### src/rtl/legendre_rom_arbiter_pkg.sv
// legendre_rom_arbiter_pkg: shared widths, ROM depth and the round-robin pick helper
package legendre_rom_arbiter_pkg;
    localparam int DEF_ADDR_W = 10;
    localparam int DEF_DATA_W = 16;
    localparam int MAX_REQ = 16;
    localparam int PTR_W = 4;
    localparam int AGE_W = 4;
    localparam int LEGENDRE_ROM_DEPTH = 641;
    function automatic logic [MAX_REQ-1:0] rr_pick(input logic [MAX_REQ-1:0] req_vec, input logic [PTR_W-1:0] ptr, input int n);
        logic [MAX_REQ-1:0] mask, rot, oh;
        logic [2*MAX_REQ-1:0] dbl, back;
        mask = MAX_REQ'((32'd1 << n) - 32'd1);
        dbl = ({{MAX_REQ{1'b0}}, req_vec & mask} << n) | {{MAX_REQ{1'b0}}, req_vec & mask};
        rot = MAX_REQ'(dbl >> ptr) & mask;
        oh = rot & (-rot);
        back = {{MAX_REQ{1'b0}}, oh} << ptr;
        return (back[MAX_REQ-1:0] | MAX_REQ'(back >> n)) & mask;
    endfunction
endpackage

### src/rtl/legendre_rom_arbiter_if.sv
// legendre_rom_arbiter_if: requester-side read bus shared by all PRN generator ports
interface legendre_rom_arbiter_if #(
    parameter int NUM_REQ = 8,
    parameter int ADDR_W = legendre_rom_arbiter_pkg::DEF_ADDR_W,
    parameter int DATA_W = legendre_rom_arbiter_pkg::DEF_DATA_W
) ();
    logic [NUM_REQ-1:0] req_rd, req_preempt, req_valid, data_owner;
    logic [NUM_REQ*ADDR_W-1:0] req_addr;
    logic [DATA_W-1:0] legendre_data;
    modport master(output req_rd, req_preempt, req_addr, input req_valid, legendre_data, data_owner);
    modport slave(input req_rd, req_preempt, req_addr, output req_valid, legendre_data, data_owner);
endinterface

### src/rtl/legendre_rr_pick.sv
// legendre_rr_pick: one-hot pick of the first request at or after ptr, wrapping modulo N
module legendre_rr_pick import legendre_rom_arbiter_pkg::*; #(
    parameter int N = 8
) (
    input  logic [N-1:0]     req,
    input  logic [PTR_W-1:0] ptr,
    output logic [N-1:0]     gnt
);
    assign gnt = N'(rr_pick(MAX_REQ'(req), ptr, N));
endmodule

### src/rtl/legendre_rom_arbiter.sv
// legendre_rom_arbiter: shares one Legendre ROM among NUM_REQ read ports (urgent, aged, round-robin)
module legendre_rom_arbiter import legendre_rom_arbiter_pkg::*; #(
    parameter int NUM_REQ = 8,
    parameter int ADDR_W = DEF_ADDR_W,
    parameter int DATA_W = DEF_DATA_W,
    parameter int AGE_MAX = 15
) (
    input  logic                  clk,
    input  logic                  rst_b,
    legendre_rom_arbiter_if.slave bus,
    output logic                  rom_en,
    output logic [ADDR_W-1:0]     rom_addr,
    input  logic                  rom_busy,
    input  logic [DATA_W-1:0]     rom_q
);
    logic live;
    logic [PTR_W-1:0] rr_ptr, ptr_nxt;
    logic [AGE_W-1:0] age [NUM_REQ];
    logic [NUM_REQ-1:0] elig, aged, urg, gnt_u, gnt_n, gnt, owner_q;
    logic [ADDR_W-1:0] addr_q, win_addr;
    assign elig = bus.req_rd & ~{NUM_REQ{rom_busy | ~live | ~rst_b}};
    assign urg = elig & (bus.req_preempt | aged);
    legendre_rr_pick #(.N(NUM_REQ)) u_pick_urg (.req(urg), .ptr(rr_ptr), .gnt(gnt_u));
    legendre_rr_pick #(.N(NUM_REQ)) u_pick_norm (.req(elig), .ptr(rr_ptr), .gnt(gnt_n));
    assign gnt = |urg ? gnt_u : gnt_n;
    always_comb begin
        win_addr = '0;
        ptr_nxt = rr_ptr;
        for (int i = 0; i < NUM_REQ; i++) begin
            aged[i] = age[i] == AGE_W'(AGE_MAX);
            if (gnt[i]) begin
                win_addr = bus.req_addr[i*ADDR_W +: ADDR_W];
                ptr_nxt = (i == NUM_REQ - 1) ? '0 : PTR_W'(i + 1);
            end
        end
    end
    assign bus.req_valid = gnt;
    assign rom_en = |gnt;
    assign rom_addr = rom_en ? win_addr : rst_b ? addr_q : '0;
    assign bus.data_owner = rst_b ? owner_q : '0;
    assign bus.legendre_data = rom_q;
    // live stays low for the first cycle after reset release, holding off grants
    always_ff @(posedge clk) begin
        if (!rst_b) begin
            live <= 1'b0;
            rr_ptr <= '0;
            addr_q <= '0;
            owner_q <= '0;
        end else begin
            live <= 1'b1;
            rr_ptr <= ptr_nxt;
            owner_q <= gnt;
            if (rom_en) addr_q <= win_addr;
        end
    end
    always_ff @(posedge clk)
        for (int i = 0; i < NUM_REQ; i++)
            age[i] <= (!rst_b || !bus.req_rd[i] || gnt[i]) ? '0 : aged[i] ? age[i] : age[i] + AGE_W'(1);
endmodule

### src/flat_wrapper.sv
// flat-port wrapper written by rule: the top's interface ports become plain ports
module legendre_rom_arbiter_flat import legendre_rom_arbiter_pkg::*;
#(
    parameter int NUM_REQ = 8,
    parameter int ADDR_W = DEF_ADDR_W,
    parameter int DATA_W = DEF_DATA_W,
    parameter int AGE_MAX = 15
)
  (clk, rst_b, rom_en, rom_addr, rom_busy, rom_q, bus_req_rd, bus_req_preempt, bus_req_addr, bus_req_valid, bus_legendre_data, bus_data_owner);
  legendre_rom_arbiter_if #(.NUM_REQ(NUM_REQ), .ADDR_W(ADDR_W), .DATA_W(DATA_W)) bus_i ();
  input  logic clk;
  input  logic rst_b;
  output logic rom_en;
  output logic [ADDR_W-1:0] rom_addr;
  input  logic rom_busy;
  input  logic [DATA_W-1:0] rom_q;
  input wire logic [$bits(bus_i.req_rd)-1:0] bus_req_rd;
  input wire logic [$bits(bus_i.req_preempt)-1:0] bus_req_preempt;
  input wire logic [$bits(bus_i.req_addr)-1:0] bus_req_addr;
  output wire logic [$bits(bus_i.req_valid)-1:0] bus_req_valid;
  output wire logic [$bits(bus_i.legendre_data)-1:0] bus_legendre_data;
  output wire logic [$bits(bus_i.data_owner)-1:0] bus_data_owner;
  assign bus_i.req_rd = bus_req_rd;
  assign bus_i.req_preempt = bus_req_preempt;
  assign bus_i.req_addr = bus_req_addr;
  assign bus_req_valid = bus_i.req_valid;
  assign bus_legendre_data = bus_i.legendre_data;
  assign bus_data_owner = bus_i.data_owner;
  legendre_rom_arbiter #(.NUM_REQ(NUM_REQ), .ADDR_W(ADDR_W), .DATA_W(DATA_W), .AGE_MAX(AGE_MAX)) u_core (.clk(clk), .rst_b(rst_b), .bus(bus_i), .rom_en(rom_en), .rom_addr(rom_addr), .rom_busy(rom_busy), .rom_q(rom_q));
endmodule
### config.mk
export PLATFORM = sky130hd
export DESIGN_NAME = legendre_rom_arbiter_flat
export DESIGN_NICKNAME = d
export VERILOG_FILES = /design/src/rtl/legendre_rom_arbiter_pkg.sv /design/src/rtl/legendre_rom_arbiter_if.sv /design/src/rtl/legendre_rr_pick.sv /design/src/rtl/legendre_rom_arbiter.sv /design/src/flat_wrapper.sv
export SDC_FILE = /design/constraint.sdc
export NUM_CORES = 1
export LEC_CHECK = 0
export BUFFER_PORTS_ARGS = -buffer_cell sky130_fd_sc_hd__buf_2
export CAP_MARGIN = 30
export CORE_UTILIZATION = 28
export DETAILED_ROUTE_END_ITERATION = 10
export PLACE_DENSITY = 0.44
export SYNTH_ARGS = -nofsm -noshare
export SYNTH_HDL_FRONTEND = slang
export SYNTH_HIERARCHICAL = 1
export SYNTH_SLANG_ARGS = --single-unit
### constraint.sdc
create_clock -name clk -period 6 [get_ports clk]
set_input_delay 0 -clock clk [delete_from_list [all_inputs] [get_ports clk]]
set_output_delay 0 -clock clk [all_outputs]
set_load 0.01 [all_outputs]
After elaboration in Yosys (flattened, before gate mapping). Memory sizes are Yosys's and may differ from the RTL's. Cells that the tools add are included.

Register bits after elaboration: 22. Output and inout bits: 43. Input bits: 115. RAM bits: 32. Memories: 1.

Memory list: u_core.age (depth 8, bits a word 4, rd ports 8, clocked after Yosys merged registers in 0, wr ports 8, RTL line legendre_rom_arbiter.sv:18) `logic [AGE_W-1:0] age [NUM_REQ];`.

Add/sub/neg operators: 10. Reductions and logical operators: 29. Eq/ne operators: 8. Mux-type cells: 36. Bitwise gates (word level): 14. Shift-type cells: 4.

Operators with widths (number): 10-bit 2-to-1 mux (10); 4-bit 2-to-1 mux (16); 4-bit by 1-bit adder with 4-bit output (second input constant) (8); 8-bit by 16-bit bitwise AND with 16-bit output (2); 4-bit == test (second input constant) (8); 8-bit negator with 16-bit output (2); 16-bit by 8-bit OR with 16-bit output (2); 16-bit by 3-bit left shift with 16-bit output (2); 16-bit by 3-bit >> shifter with 8-bit output (2); 8-bit OR (3); 3-bit 2-to-1 mux (7); 8-bit bitwise AND (2); 1-bit logical OR (16); 8-bit 2-to-1 mux (2); 8-bit OR reduction (2); 1-bit zero test (9); 8-bit inverter (1); 7-bit nonzero test (1); 1-bit inverter (2); 1-bit OR (2); 2-bit OR reduction (1); 1-bit 2-to-1 mux (1).

Logic depth before layout (Yosys ltp). Gate-level depths: netlist (run 1).

Depth in word-level cells: 22. Gate-level depth with buffers: 19. Mapped depth without buffers: 17.

Cells and area by module. Netlist (run 1), hierarchy kept.

Modules (own cells, without submodules): legendre_rom_arbiter (times used 1, cells an instance 473, area an instance 3945.0 sq um); legendre_rr_pick (times used 2, cells an instance 123, area an instance 957.2 sq um).

Worst setup path before layout (run 1). OpenSTA, ideal clock, no wires.

Kind: reg2out. From: mem u_core.age[0][0]. To: out rom_addr[6]. Data required time: 6.000 ns. Path buffers: 1. Cell stages (with the launch flop): 18. Data arrival time: 3.925 ns. Slack: 2.075 ns. Cell sequence: dfxtp_1 > ha_1 > a31oi_1 > and4b_1 > mux4_2 > nor4_2 > or2_1 > o211ai_1 > mux2_1 > mux2i_1 > nor2b_1 > clkbuf_1 > a221o_1 > a21oi_1 > mux2i_1 > o211a_1 > o211ai_2 > a31oi_1.

RTL lines: from (decl) (RTL line legendre_rom_arbiter.sv:18); to (decl) (RTL line flat_wrapper.sv:14) `output logic [ADDR_W-1:0] rom_addr;`.

Worst setup path in the final report (run 1).
From: in rst_b. To: out rom_addr[1].

Elaborated cells between the ends (all ways): 30. Classes of those cells: add/sub (2); shift (4); mux (11); bitwise (11); reduce/logical (2).

RTL lines: from (decl) (RTL line flat_wrapper.sv:12) `input logic rst_b;`; 1-bit inverter * (RTL line legendre_rom_arbiter.sv:21) `assign elig = bus.req_rd & ~{NUM_REQ{rom_busy | ~live | ~rst_b}};`; 1-bit OR * (RTL line legendre_rom_arbiter.sv:21); 8-bit inverter * (RTL line legendre_rom_arbiter.sv:21); 8-bit bitwise AND * (RTL line legendre_rom_arbiter.sv:21); 8-bit bitwise AND * (RTL line legendre_rom_arbiter.sv:22) `assign urg = elig & (bus.req_preempt | aged);`; named net u_core.urg[4] (RTL line legendre_rom_arbiter.sv:19) `logic [NUM_REQ-1:0] elig, aged, urg, gnt_u, gnt_n, gnt, owner_q;`; 16-bit by 8-bit OR with 16-bit output * (RTL line legendre_rom_arbiter_pkg.sv:13) `dbl = ({{MAX_REQ{1'b0}}, req_vec & mask} << n) | {{MAX_REQ{1'b0}}, req_vec & mask};`; 16-bit by 3-bit >> shifter with 8-bit output * (RTL line legendre_rom_arbiter_pkg.sv:14) `rot = MAX_REQ'(dbl >> ptr) & mask;`; 8-bit negator with 16-bit output (RTL line legendre_rom_arbiter_pkg.sv:15) `oh = rot & (-rot);`; 8-bit by 16-bit bitwise AND with 16-bit output * (RTL line legendre_rom_arbiter_pkg.sv:15); 16-bit by 3-bit left shift with 16-bit output * (RTL line legendre_rom_arbiter_pkg.sv:16) `back = {{MAX_REQ{1'b0}}, oh} << ptr;`; 8-bit OR * (RTL line legendre_rom_arbiter_pkg.sv:17) `return (back[MAX_REQ-1:0] | MAX_REQ'(back >> n)) & mask;`; named net u_core.gnt_u[1] (RTL line legendre_rom_arbiter.sv:19); 8-bit 2-to-1 mux * (RTL line legendre_rom_arbiter.sv:25) `assign gnt = |urg ? gnt_u : gnt_n;`; 10-bit 2-to-1 mux (7 in a row) (RTL line legendre_rom_arbiter.sv:31) `if (gnt[i]) begin`; 10-bit 2-to-1 mux * (RTL line legendre_rom_arbiter.sv:39) `assign rom_addr = rom_en ? win_addr : rst_b ? addr_q : '0;`.

The timed path passes the listed nets; every way through them passes the cells marked *.

==> results.json, run 1 <==
{
  "crit_required_ns": 6.00,
  "wire_length_of_the_first_global_routing_pass_um": 29700,
  "most_common_cell_in_the_netlist": "nor2_1",
  "clock_latency_ns": 0.30,
  "dr_total_vias": 5772,
  "total_switching_power_mw": 1.575,
  "crit_type": "in2out",
  "area_share_of_the_largest_cell_type_after_synthesis_pct": 18.45,
  "yosys.cell_types.count": 68,
  "num-fill-cells": 2208,
  "pin_count_of_the_biggest_net_entering_global_routing": 52,
  "combined_global_route_utilization_of_all_metal_layers_pct": 17.32,
  "overflow": 0,
  "fin_nets": 936,
  "final_max_slew_viol_count": 0,
  "synth_area_mm2": 0.005859,
  "cts_htree_levels": 2,
  "die_w_um": 146.7,
  "placement.io_buffers": 125,
  "run_status": "complete, no violations",
  "io_pins": 158,
  "drive_above_1_share_pct": 27.15,
  "avgRoutedWirePerCell_um": 17.25,
  "synth_largest_area_cell": "dfxtp_1",
  "period_minus_slack_ns": 5.551,
  "synth-edff-count": 0,
  "power.static_leakage_nw": 2.830,
  "synth_commonest_cells": "nor2_1, dfxtp_1, mux2i_1, a21oi_1, nand3_1",
  "seq_power_share_pct": 16.1,
  "fp.dieArea_mm2": 0.02151,
  "clockRootBuffer": "clkbuf_16",
  "finalWeightedCongestion": 0.8467,
  "setup_violators_final": 0,
  "netSwitchingFraction_pct": 50.62,
  "clock_path_buffers": 2,
  "netlist_instances": 719,
  "cts_tree": "built",
  "grt_use_met3_pct": 1.656,
  "route.final.wire_length_um": 18700,
  "drtPass1Iterations": 6,
  "power.density_cell_area_mw_per_mm2": 460.6,
  "worstPathBufferInverterCount": 3,
  "place_hpwl_um": 14490,
  "synth_area_leaders": "dfxtp_1, mux2i_1, a21oi_1, nor2_1, mux4_2",
  "crit_chain": "dlygate4sd3_1 -> buf_2 -> nand2_1 -> nor3_1 -> mux2i_1 -> mux2i_1 -> a22o_1 -> and3_1 -> o211ai_1 -> mux2_1 -> mux2i_1 -> nor2b_1 -> a221o_1 -> a21oi_1 -> mux2i_1 -> o211a_1 -> o211ai_2 -> a21oi_1 -> buf_2",
  "setup_tns_ns": 0,
  "setup.worst_path.start_class": "input port",
  "n_antenna_cell": 0,
  "power.share.combinational_pct": 74.3,
  "rsz0062_at_grt": "no",
  "worst_r2r_path_depth": 16,
  "synth-seq-cells": 54,
  "drtAntennaViolNets": 0,
  "floorplan.initialDensity_pct": 28.77,
  "critPathMaxFanout": 14,
  "sequential_to_total_area_share_from_yosys_stat_pct": 18.45,
  "final.setup_skew_ns": 0.007200,
  "avgSynthCellArea_um2": 8.149,
  "core.rowCount": 52,
  "cts_sinks": 54,
  "max_cap_viol_count": 0,
  "grt.met1_usage_pct": 25.39,
  "synthToLayoutAreaGrowth_pct": 15.27,
  "cts_made_buffers": 5,
  "cp_slowest_stage_delay_ns": 0.85,
  "synth_warnings": 6,
  "global_route.usage.met2_pct": 26.99,
  "timing.critical_path.slowest_stage_cell": "nor3_1",
  "vdd_ir_drop_max_mv": 0.2201,
  "postSynth.asyncResetShare_pct": 0,
  "cp_data_arrival_time_ns": 5.55,
  "critical_path.top_delay_family": "simple AND/OR/NAND/NOR gates",
  "fp.coreArea_mm2": 0.02036,
  "vias_in_the_first_global_route": 5386,
  "timing.max_slew.rel_slack_pct": 31.43,
  "timing_hold_violations_final": 0,
  "postSynth.topFlopCell": "dfxtp_1",
  "worstHoldPathCells": 0,
  "timing.final.crit_share_pct": 92.52,
  "grt_most_used_layer": "met2",
  "min-delay-path-class": "in2out",
  "cp-end-kind": "output pin",
  "max_slew.worst_pin.slew_ns": 1.021,
  "drt-vias-per-instance": 5.325,
  "number_of_antenna_violations_at_the_first_check_in_global_routing": 0,
  "worstSetupPathDepth": 19,
  "fp.dieH_um": 146.7,
  "detail_route.iter0.violations": 389,
  "timing.hold.ws_ns": 0.000003307,
  "maxClockFrequency_mhz": 180.1,
  "clock_power_share_pct": 9.6,
  "drc": 0,
  "crit_top_cell": "mux2i_1",
  "power_report.internal_total_mw": 1.536
}
## layout make-up
| cell class | instances | area (um2) | area share [%] |
|---|---|---|---|
| Clock buffer | 5 | 125.1 | 1.853 |
| Multi-Input combinational cell | 593 | 4370 | 64.71 |
| Inverter | 18 | 67.56 | 1.000 |
| Timing Repair Buffer | 141 | 748.2 | 11.08 |
| Tap cell | 270 | 337.8 | 5.002 |
| Clock inverter | 3 | 21.27 | 0.3149 |
| Sequential cell | 54 | 1084 | 16.04 |
## placed cells by master, fill, tap and decap left out, types with 5 or more instances in the layout
| cell type | Yosys | layout |
|---|---|---|
| a211o_1 | 14 | 14 |
| a211oi_1 | 11 | 11 |
| a21oi_1 | 48 | 48 |
| a221o_1 | 20 | 20 |
| a31oi_1 | 25 | 25 |
| and2_1 | 18 | 18 |
| and3_1 | 8 | 8 |
| buf_2 | 17 | 125 |
| buf_4 | 16 | 15 |
| clkbuf_16 | 0 | 5 |
| conb_1 | 1 | 14 |
| dfxtp_1 | 54 | 52 |
| ha_1 | 8 | 8 |
| inv_1 | 10 | 10 |
| inv_2 | 5 | 5 |
| mux2_2 | 6 | 6 |
| mux2i_1 | 54 | 54 |
| mux4_2 | 10 | 10 |
| nand2_1 | 33 | 33 |
| nand2b_1 | 19 | 19 |
| nand3_1 | 41 | 41 |
| nand3b_1 | 7 | 7 |
| nand4_1 | 10 | 10 |
| nor2_1 | 64 | 64 |
| nor2b_1 | 12 | 12 |
| nor3_1 | 29 | 29 |
| nor3b_1 | 5 | 5 |
| o211a_1 | 10 | 10 |
| o211ai_2 | 12 | 12 |
| o21ai_0 | 8 | 8 |
| o221ai_2 | 12 | 12 |
| or3_1 | 12 | 12 |
| xnor2_1 | 8 | 8 |
## routing by layer
layer	vias to the layer above	wire, um
li1	2896	-
met1	2735	9234
met2	112	8561
met3	29	621
met4	0	282
met5	-	0
## sequential cells by signal, summed over array words and instances, names as in the netlist
signal and flops:
u_core/owner_q 8, u_core/rr_ptr 3, u_core/addr_q 10, u_core/live 1, u_core/age 32
## power by group through the flow
stage                     sequential (mW)  clock [mW]  combinational, mW
final                               0.500       0.300               2.31
after global routing                0.513       0.324               2.52
after CTS                           0.501       0.311               2.31
after detailed placement            0.509           0               2.30
after global placement              0.511           0               2.32
after floorplan                     0.439           0               1.78
## worst paths after layout
kind / startpoint / endpoint / slack, ns
worst max-delay path: rst_b / rom_addr[1] / 0.45
worst min-delay path: rom_q[12] / bus_legendre_data[12] / 0.000003
worst max register to register: u_core/live / u_core/addr_q[1] / 0.79
worst min register to register: u_core/age[0][11] / u_core/age[0][11] / 0.51
## repair_timing
action                                  in CTS  in global routing
resized for setup                            0                  1
endpoints found under the hold margin        1                  0
setup buffers                                0                  0
endpoints found under the setup margin       0                 10
hold buffers                                 1                  0
## kinds of logic after synthesis
family,after synthesis,synth area share [%]
AND/OR/NAND/NOR,281,26.29
AO/OA/AOI/OAI,202,27.82
buffers and inverters,85,7.859
multiplexers,80,16.61
flip-flops,54,18.45
adder cells (fa/ha/maj),8,1.708
XOR/XNOR,8,1.196
other,1,0.06400
## stage by stage
stage	utilization [%]	power (mW)	std cells	instance area (um2)	setup WS (ns)
after floorplan	-	2.223	732	5908	2.075
final	33.17	3.111	1084	6754	0.4486
after global routing	33.17	3.355	1084	6754	0.07960
after global placement	32.38	2.833	1075	6594	0.7172
after CTS	33.15	3.119	1084	6750	0.3471
after detailed placement	32.38	2.808	1075	6594	0.6630
Power figures use the tool's default switching activity.
==> run 2: changes to the inputs <==
Settings changed: ABC_AREA from default to 1.
==> run 2 against run 1 <==
Against the previous run: synthesized cell count grew 48%; clock skew is essentially flat; maximum frequency grew 26%; highest routed layer unchanged.
==> results.json, run 2 <==
{
  "finalWeightedCongestion": 0.8217,
  "min-delay-path-class": "in2out",
  "cts_sinks": 54,
  "worstHoldPathCells": 0,
  "pin_count_of_the_biggest_net_entering_global_routing": 39,
  "sequential_to_total_area_share_from_yosys_stat_pct": 17.69,
  "synth_commonest_cells": "nand2_1, inv_1, nand3_1, nor2_1, dfxtp_1",
  "seq_power_share_pct": 14.6,
  "synth_area_leaders": "nand2_1, dfxtp_1, inv_1, nand3_1, nor2_1",
  "timing.max_slew.rel_slack_pct": 33.39,
  "max_cap_viol_count": 0,
  "setup_violators_final": 0,
  "synth_area_mm2": 0.006111,
  "n_antenna_cell": 0,
  "timing.reg2reg.setup_slack_ns": 1.81,
  "grt_use_met3_pct": 1.707,
  "power.share.combinational_pct": 76.5,
  "fp.dieH_um": 149.7,
  "placed_cells": 1426,
  "avgSynthCellArea_um2": 5.738,
  "worstSetupStartpoint": "u_core/age[1][8]",
  "clock_path_buffers": 2,
  "drtPass1Iterations": 5,
  "total_switching_power_mw": 1.861,
  "drtAntennaViolNets": 0,
  "grt_most_used_layer": "met2",
  "die_w_um": 149.7,
  "final_common_cell": "nand2_1",
  "combined_global_route_utilization_of_all_metal_layers_pct": 16.93,
  "timing.final.crit_share_pct": 73.41,
  "max_slew.worst_pin.slew_ns": 0.9991,
  "crit_top_cell": "nand2_1",
  "avgRoutedWirePerCell_um": 13.30,
  "wire_length_of_the_first_global_routing_pass_um": 30030,
  "overflow": 0,
  "postSynth.topFlopCell": "dfxtp_1",
  "min_from": "rom_q[14]",
  "cp_data_arrival_time_ns": 4.40,
  "dr_total_vias": 6401,
  "fp.coreArea_mm2": 0.02122,
  "core.rowCount": 53,
  "crit_required_ns": 6.00,
  "reg_top3": "u_core/age (32), u_core/addr_q (10), u_core/owner_q (8)",
  "period_minus_slack_ns": 4.405,
  "route.final.wire_length_um": 19080,
  "crit_type": "reg2out",
  "rsz0062_at_grt": "no",
  "post_layout_nonfiller_instances": 1434,
  "drc": 0,
  "drt-vias-per-instance": 4.464,
  "largest_register_ff_count": 32,
  "cts.repair.resized": 0,
  "final_max_slew_viol_count": 0,
  "grt.met1_usage_pct": 23.06,
  "timing.critical_path.slowest_stage_cell": "nor2_2",
  "commonest_cells_after_routing_fill_and_taps_aside": "nand2_1, inv_1, buf_2, nand3_1, nor2_1",
  "final.setup_skew_ns": 0.006904,
  "cp-end-kind": "output pin",
  "floorplan.initialDensity_pct": 28.80,
  "cp_slowest_stage_delay_ns": 0.67,
  "postSynth.asyncResetShare_pct": 0,
  "postLayoutCoreUtil_pct": 32.64,
  "synth-seq-cells": 54,
  "io_pins": 158,
  "post_cts.repair.setup_buffers": 0,
  "setup_tns_ns": 0,
  "clock_latency_ns": 0.29,
  "rr_startpoint": "u_core/age[1][8]",
  "run_status": "complete, no violations",
  "vdd_ir_drop_max_mv": 0.2457,
  "most_common_cell_in_the_netlist": "nand2_1",
  "synthToLayoutAreaGrowth_pct": 13.35,
  "timing.hold.ws_ns": 0.000004436,
  "global_route.usage.met2_pct": 29.07,
  "clockRootBuffer": "clkbuf_16",
  "clock_power_share_pct": 9.0,
  "postCtsHoldBufs": 0,
  "detail_route.iter0.violations": 300,
  "cts.reportedPaths.clkPinSlew_ns": 0.07,
  "critPathMaxFanout": 22,
  "max_flop_register": "u_core/age",
  "number_of_antenna_violations_at_the_first_check_in_global_routing": 0,
  "power_report.internal_total_mw": 1.374,
  "yosys.cell_types.count": 43,
  "setup.worst_path.start_class": "flip-flop",
  "timing_hold_violations_final": 0,
  "num-fill-cells": 2464,
  "synth_warnings": 6,
  "cts_made_buffers": 5,
  "synth_largest_area_cell": "nand2_1",
  "synth-edff-count": 0,
  "vias_in_the_first_global_route": 5925,
  "netlist_instances": 1065,
  "cts_tree": "built",
  "fp.dieArea_mm2": 0.02242,
  "place_hpwl_um": 15330,
  "power.density_cell_area_mw_per_mm2": 467.0,
  "placement.io_buffers": 125,
  "worst_r2r_path_depth": 27,
  "drive_above_1_share_pct": 22.78,
  "cts_htree_levels": 2,
  "maxClockFrequency_mhz": 227.0,
  "netSwitchingFraction_pct": 57.53,
  "fin_nets": 1281,
  "power.static_leakage_nw": 3.908,
  "area_share_of_the_largest_cell_type_after_synthesis_pct": 21.07
}
-- run 2: cell count changes after synthesis, sizes merged, moves of 20 or more --
cell,before,now
nand2,34,387
nor3,32,7
nor2,64,122
a31oi,25,2
and2,22,0
o21ai,12,46
a21oi,48,24
a221o,20,0
mux2i,57,0
inv,15,168
nand3,42,150
-- run 2: routing by layer --
metal  wire length [um]  part of all wire [%]
met5                  0                     0
met1               9039                    47
met3                744                   3.9
met2               9126                    48
met4                168                  0.88
-- run 2: area by class of cell --
| type | count | area (um2) | share of cell area (%) |
|---|---|---|---|
| well taps | 275 | 344.1 | 4.967 |
| multi-input cells | 795 | 4030 | 58.18 |
| inverters | 169 | 639.4 | 9.230 |
| clock inverters | 2 | 17.52 | 0.2529 |
| flip-flops and latches | 54 | 1081 | 15.61 |
| clock buffers | 6 | 128.9 | 1.861 |
| repair buffers | 133 | 685.7 | 9.899 |
-- run 2: logic make-up after synthesis --
kind of cell,after synthesis,synth area share [%]
xor+xnor,7,1.003
other cells,1,0.06137
flops,54,17.69
simple gates,689,54.79
compound gates,81,7.903
fa+ha+maj,8,1.638
buf+inv,225,16.91
-- run 2: power by group through the flow --
| stage | registers (mW) | logic, mW | clock network, mW |
|---|---|---|---|
| 6_report | 0.471 | 2.47 | 0.290 |
| 2_1_floorplan | 0.475 | 1.89 | 0 |
| 3_3_place_gp | 0.478 | 2.50 | 0 |
| 3_5_place_dp | 0.479 | 2.49 | 0 |
| 5_1_grt | 0.480 | 2.80 | 0.317 |
| 4_1_cts | 0.471 | 2.49 | 0.304 |
-- run 2: path summary, 6_finish.rpt --
check	end
max	rom_addr[0]
min	bus_legendre_data[14]
max reg2reg	u_core/age[1][13]
min reg2reg	u_core/addr_q[7]
-- run 2: through the flow --
| step | setup WS, ns | power (mW) | instance area [um2] |
|---|---|---|---|
| floorplan | 2.858 | 2.362 | 6145 |
| CTS | 1.544 | 3.270 | 6927 |
| global route | 1.049 | 3.597 | 6927 |
| finish | 1.595 | 3.235 | 6927 |
| detailed placement | 1.813 | 2.964 | 6780 |
| global placement | 1.880 | 2.982 | 6780 |
-- run 2: critical path: cells and delay by family, from the launching register on --
kind / cells / cell delay, ns
compound gates: 1 / 0.38
fa+ha+maj: 1 / 0.24
buf+inv: 5 / 0.63
flops: 1 / 0.38
simple gates: 21 / 2.43
==> run 3: changes to the inputs <==
Settings changed: ABC_AREA 1 to 0.
Clock period 6 ns to 4.2 ns, I/O delays scaled along.
==> run 3 against run 2 <==
Against the previous run: the flow now finishes with violations (negative setup slack); die area shrank 4.1%; sequential share of layout area is 2.0 points lower; count of clock-buffer cells in the layout shrank 1; clock skew about the same; clock power grew 49%; non-clock buffer count up 112.
==> results.json, run 3 (same netlist as run 1, synthesis figures left out) <==
{
  "grt_use_met3_pct": 1.281,
  "drive_above_1_share_pct": 42.98,
  "cts.reportedPaths.clkPinSlew_ns": 0.07,
  "cts_sinks": 54,
  "placedInstanceArea_mm2": 0.007289,
  "critPathMaxFanout": 6,
  "final_max_slew_viol_count": 0,
  "power.static_leakage_nw": 3.430,
  "drt-vias-per-instance": 5.252,
  "drtAntennaViolNets": 0,
  "failed_checks": "negative setup slack",
  "crit_required_ns": 4.20,
  "final_design_area_no_fill_mm2": 0.008074,
  "n_antenna_cell": 0,
  "period_minus_slack_ns": 4.398,
  "cts_tree": "built",
  "hold_critical_path_endpoint": "bus_legendre_data[12]",
  "timing_hold_violations_final": 0,
  "vias_in_the_first_global_route": 5839,
  "grt_most_used_layer": "met2",
  "run_status": "finished with violations",
  "combined_global_route_utilization_of_all_metal_layers_pct": 18.09,
  "number_of_antenna_violations_at_the_first_check_in_global_routing": 0,
  "grt.met1_usage_pct": 26.10,
  "max_cap_viol_count": 0,
  "max_flop_register": "u_core/age",
  "setup_violators_final": 20,
  "timing.max_slew.rel_slack_pct": 65.49,
  "fin_nets": 1041,
  "die_w_um": 146.7,
  "min_from": "rom_q[12]",
  "worst_r2r_path_depth": 17,
  "wire_length_of_the_first_global_routing_pass_um": 31440,
  "rr_startpoint": "u_core/age[0][0]",
  "cts_htree_levels": 2,
  "min-delay-path-class": "in2out",
  "global_route.usage.met2_pct": 29.12,
  "dr_total_vias": 6245,
  "io_pins": 158,
  "worstHoldPathCells": 0,
  "fp.dieH_um": 146.7,
  "core.rowCount": 52,
  "crit_type": "reg2out",
  "cts_made_buffers": 5,
  "setup.worst_path.start_class": "flip-flop",
  "reg_top3": "u_core/age (32), u_core/addr_q (10), u_core/owner_q (8)",
  "fp.coreArea_mm2": 0.02036,
  "num-fill-cells": 2089,
  "overflow": 0,
  "rsz0062_at_grt": "yes",
  "vdd_ir_drop_max_mv": 0.3475,
  "postLayoutCoreUtil_pct": 39.65,
  "detail_route.iter0.violations": 373,
  "clock_latency_ns": 0.30,
  "place_hpwl_um": 15360,
  "worst_r2r_endpoint": "u_core/addr_q[0]",
  "cp_data_arrival_time_ns": 4.40,
  "dp_slack_ns": -0.1128,
  "timing.final.crit_share_pct": 104.7,
  "fp.dieArea_mm2": 0.02151,
  "final.setup_skew_ns": 0.007365,
  "commonest_cells_after_routing_fill_and_taps_aside": "buf_2, buf_4, nor2_1, mux2i_1, dfxtp_1",
  "avgRoutedWirePerCell_um": 16.94,
  "clockRootBuffer": "clkbuf_16",
  "route.final.wire_length_um": 20150,
  "max_slew.worst_pin.slew_ns": 0.5033,
  "power.density_cell_area_mw_per_mm2": 696.2,
  "drc": 0,
  "maxClockFrequency_mhz": 227.4,
  "clock_path_buffers": 2,
  "synthToLayoutAreaGrowth_pct": 37.80,
  "largest_register_ff_count": 32,
  "cp-end-kind": "output pin",
  "drtPass1Iterations": 5,
  "final_setup_margin_ns": -0.1980,
  "timing.reg2reg.setup_slack_ns": -0.09,
  "floorplan.initialDensity_pct": 28.77,
  "placement.io_buffers": 125,
  "finalWeightedCongestion": 0.8598,
  "pin_count_of_the_biggest_net_entering_global_routing": 50,
  "final_common_cell": "buf_2"
}
==> run 3: cell count changes in the layout (fill, tap and decap cells not counted), sizes merged, moves of 57 or more <==
cell | previous run | this run
mux2i | 0 | 57
nand2 | 387 | 34
nor2 | 122 | 64
nand3 | 150 | 42
inv | 169 | 15
buf | 133 | 244
==> run 3: how the worst max path moves through the flow <==
| stage | from | endpoint | slack (ns) | cells after the start |
|---|---|---|---|---|
| floorplan | u_core/age[0][0] | rom_addr[6] | 0.27 | 17 |
| global placement | u_core/age[0][4] | rom_addr[3] | -0.14 | 18 |
| detailed placement | u_core/age[0][12] | rom_addr[8] | -0.11 | 17 |
| CTS | u_core/age[0][4] | rom_addr[8] | -0.11 | 18 |
| global route | u_core/age[0][0] | rom_addr[8] | -0.35 | 18 |
| finish | u_core/age[0][0] | rom_addr[6] | -0.20 | 18 |
==> run 3: layout make-up <==
| class | count | area [um2] | share of cell area, % |
|---|---|---|---|
| multi-input cells | 594 | 4803 | 59.49 |
| repair buffers | 245 | 1619 | 20.05 |
| flip-flops and latches | 54 | 1095 | 13.56 |
| well taps | 270 | 337.8 | 4.184 |
| clock buffers | 5 | 125.1 | 1.550 |
| inverters | 18 | 67.56 | 0.8368 |
| clock inverters | 3 | 26.28 | 0.3254 |
==> run 3: what timing repair did <==
item	in CTS	in global routing
hold buffers	0	0
pin swaps	41	27
cloned	2	2
setup endpoints to repair	25	21
resized for setup	53	50
buffers inserted	14	5
==> run 3: critical path, stage by stage, from the launching register on <==
cell and delay [ns]:
dfxtp_2 0.34, ha_4 0.17, a31oi_4 0.14, and4b_2 0.30, mux4_2 0.54, nor4_4 0.35
o211ai_2 0.18, buf_4 0.18, or3_4 0.32, o221ai_2 0.17, o31a_1 0.24, buf_6 0.16
a221o_1 0.10, a21oi_1 0.05, mux2i_1 0.17, o211a_1 0.22, o211ai_2 0.13, a31oi_1 0.17
buf_2 0.17
==> run 3: power breakdown <==
group / total, mW / internal [mW] / switching [mW] / leakage [nW]
clock network: 0.432 / 0.225 / 0.207 / 0.0740
registers: 0.659 / 0.588 / 0.0717 / 0.444
logic: 4.53 / 2.20 / 2.33 / 2.91
==> run 3: layer usage <==
metal	wire length [um]	vias to the layer above
li1	-	3114
met1	9861	2975
met5	0	-
met4	255	0
met2	9417	128
met3	610	28
==> run 3: through the flow <==
step / total power, mW / hold WS (ns) / setup TNS [ns] / cells
5_1_grt: 5.979 / 0.00001750 / -5.293 / 1189
4_1_cts: 5.308 / 0.00006862 / -0.7293 / 1184
2_1_floorplan: 3.175 / 0.02772 / 0 / 732
3_3_place_gp: 4.446 / 0.00006862 / -1.635 / 1161
6_report: 5.621 / 0.000003307 / -2.411 / 1189
3_5_place_dp: 4.388 / 0.00006862 / -1.326 / 1161
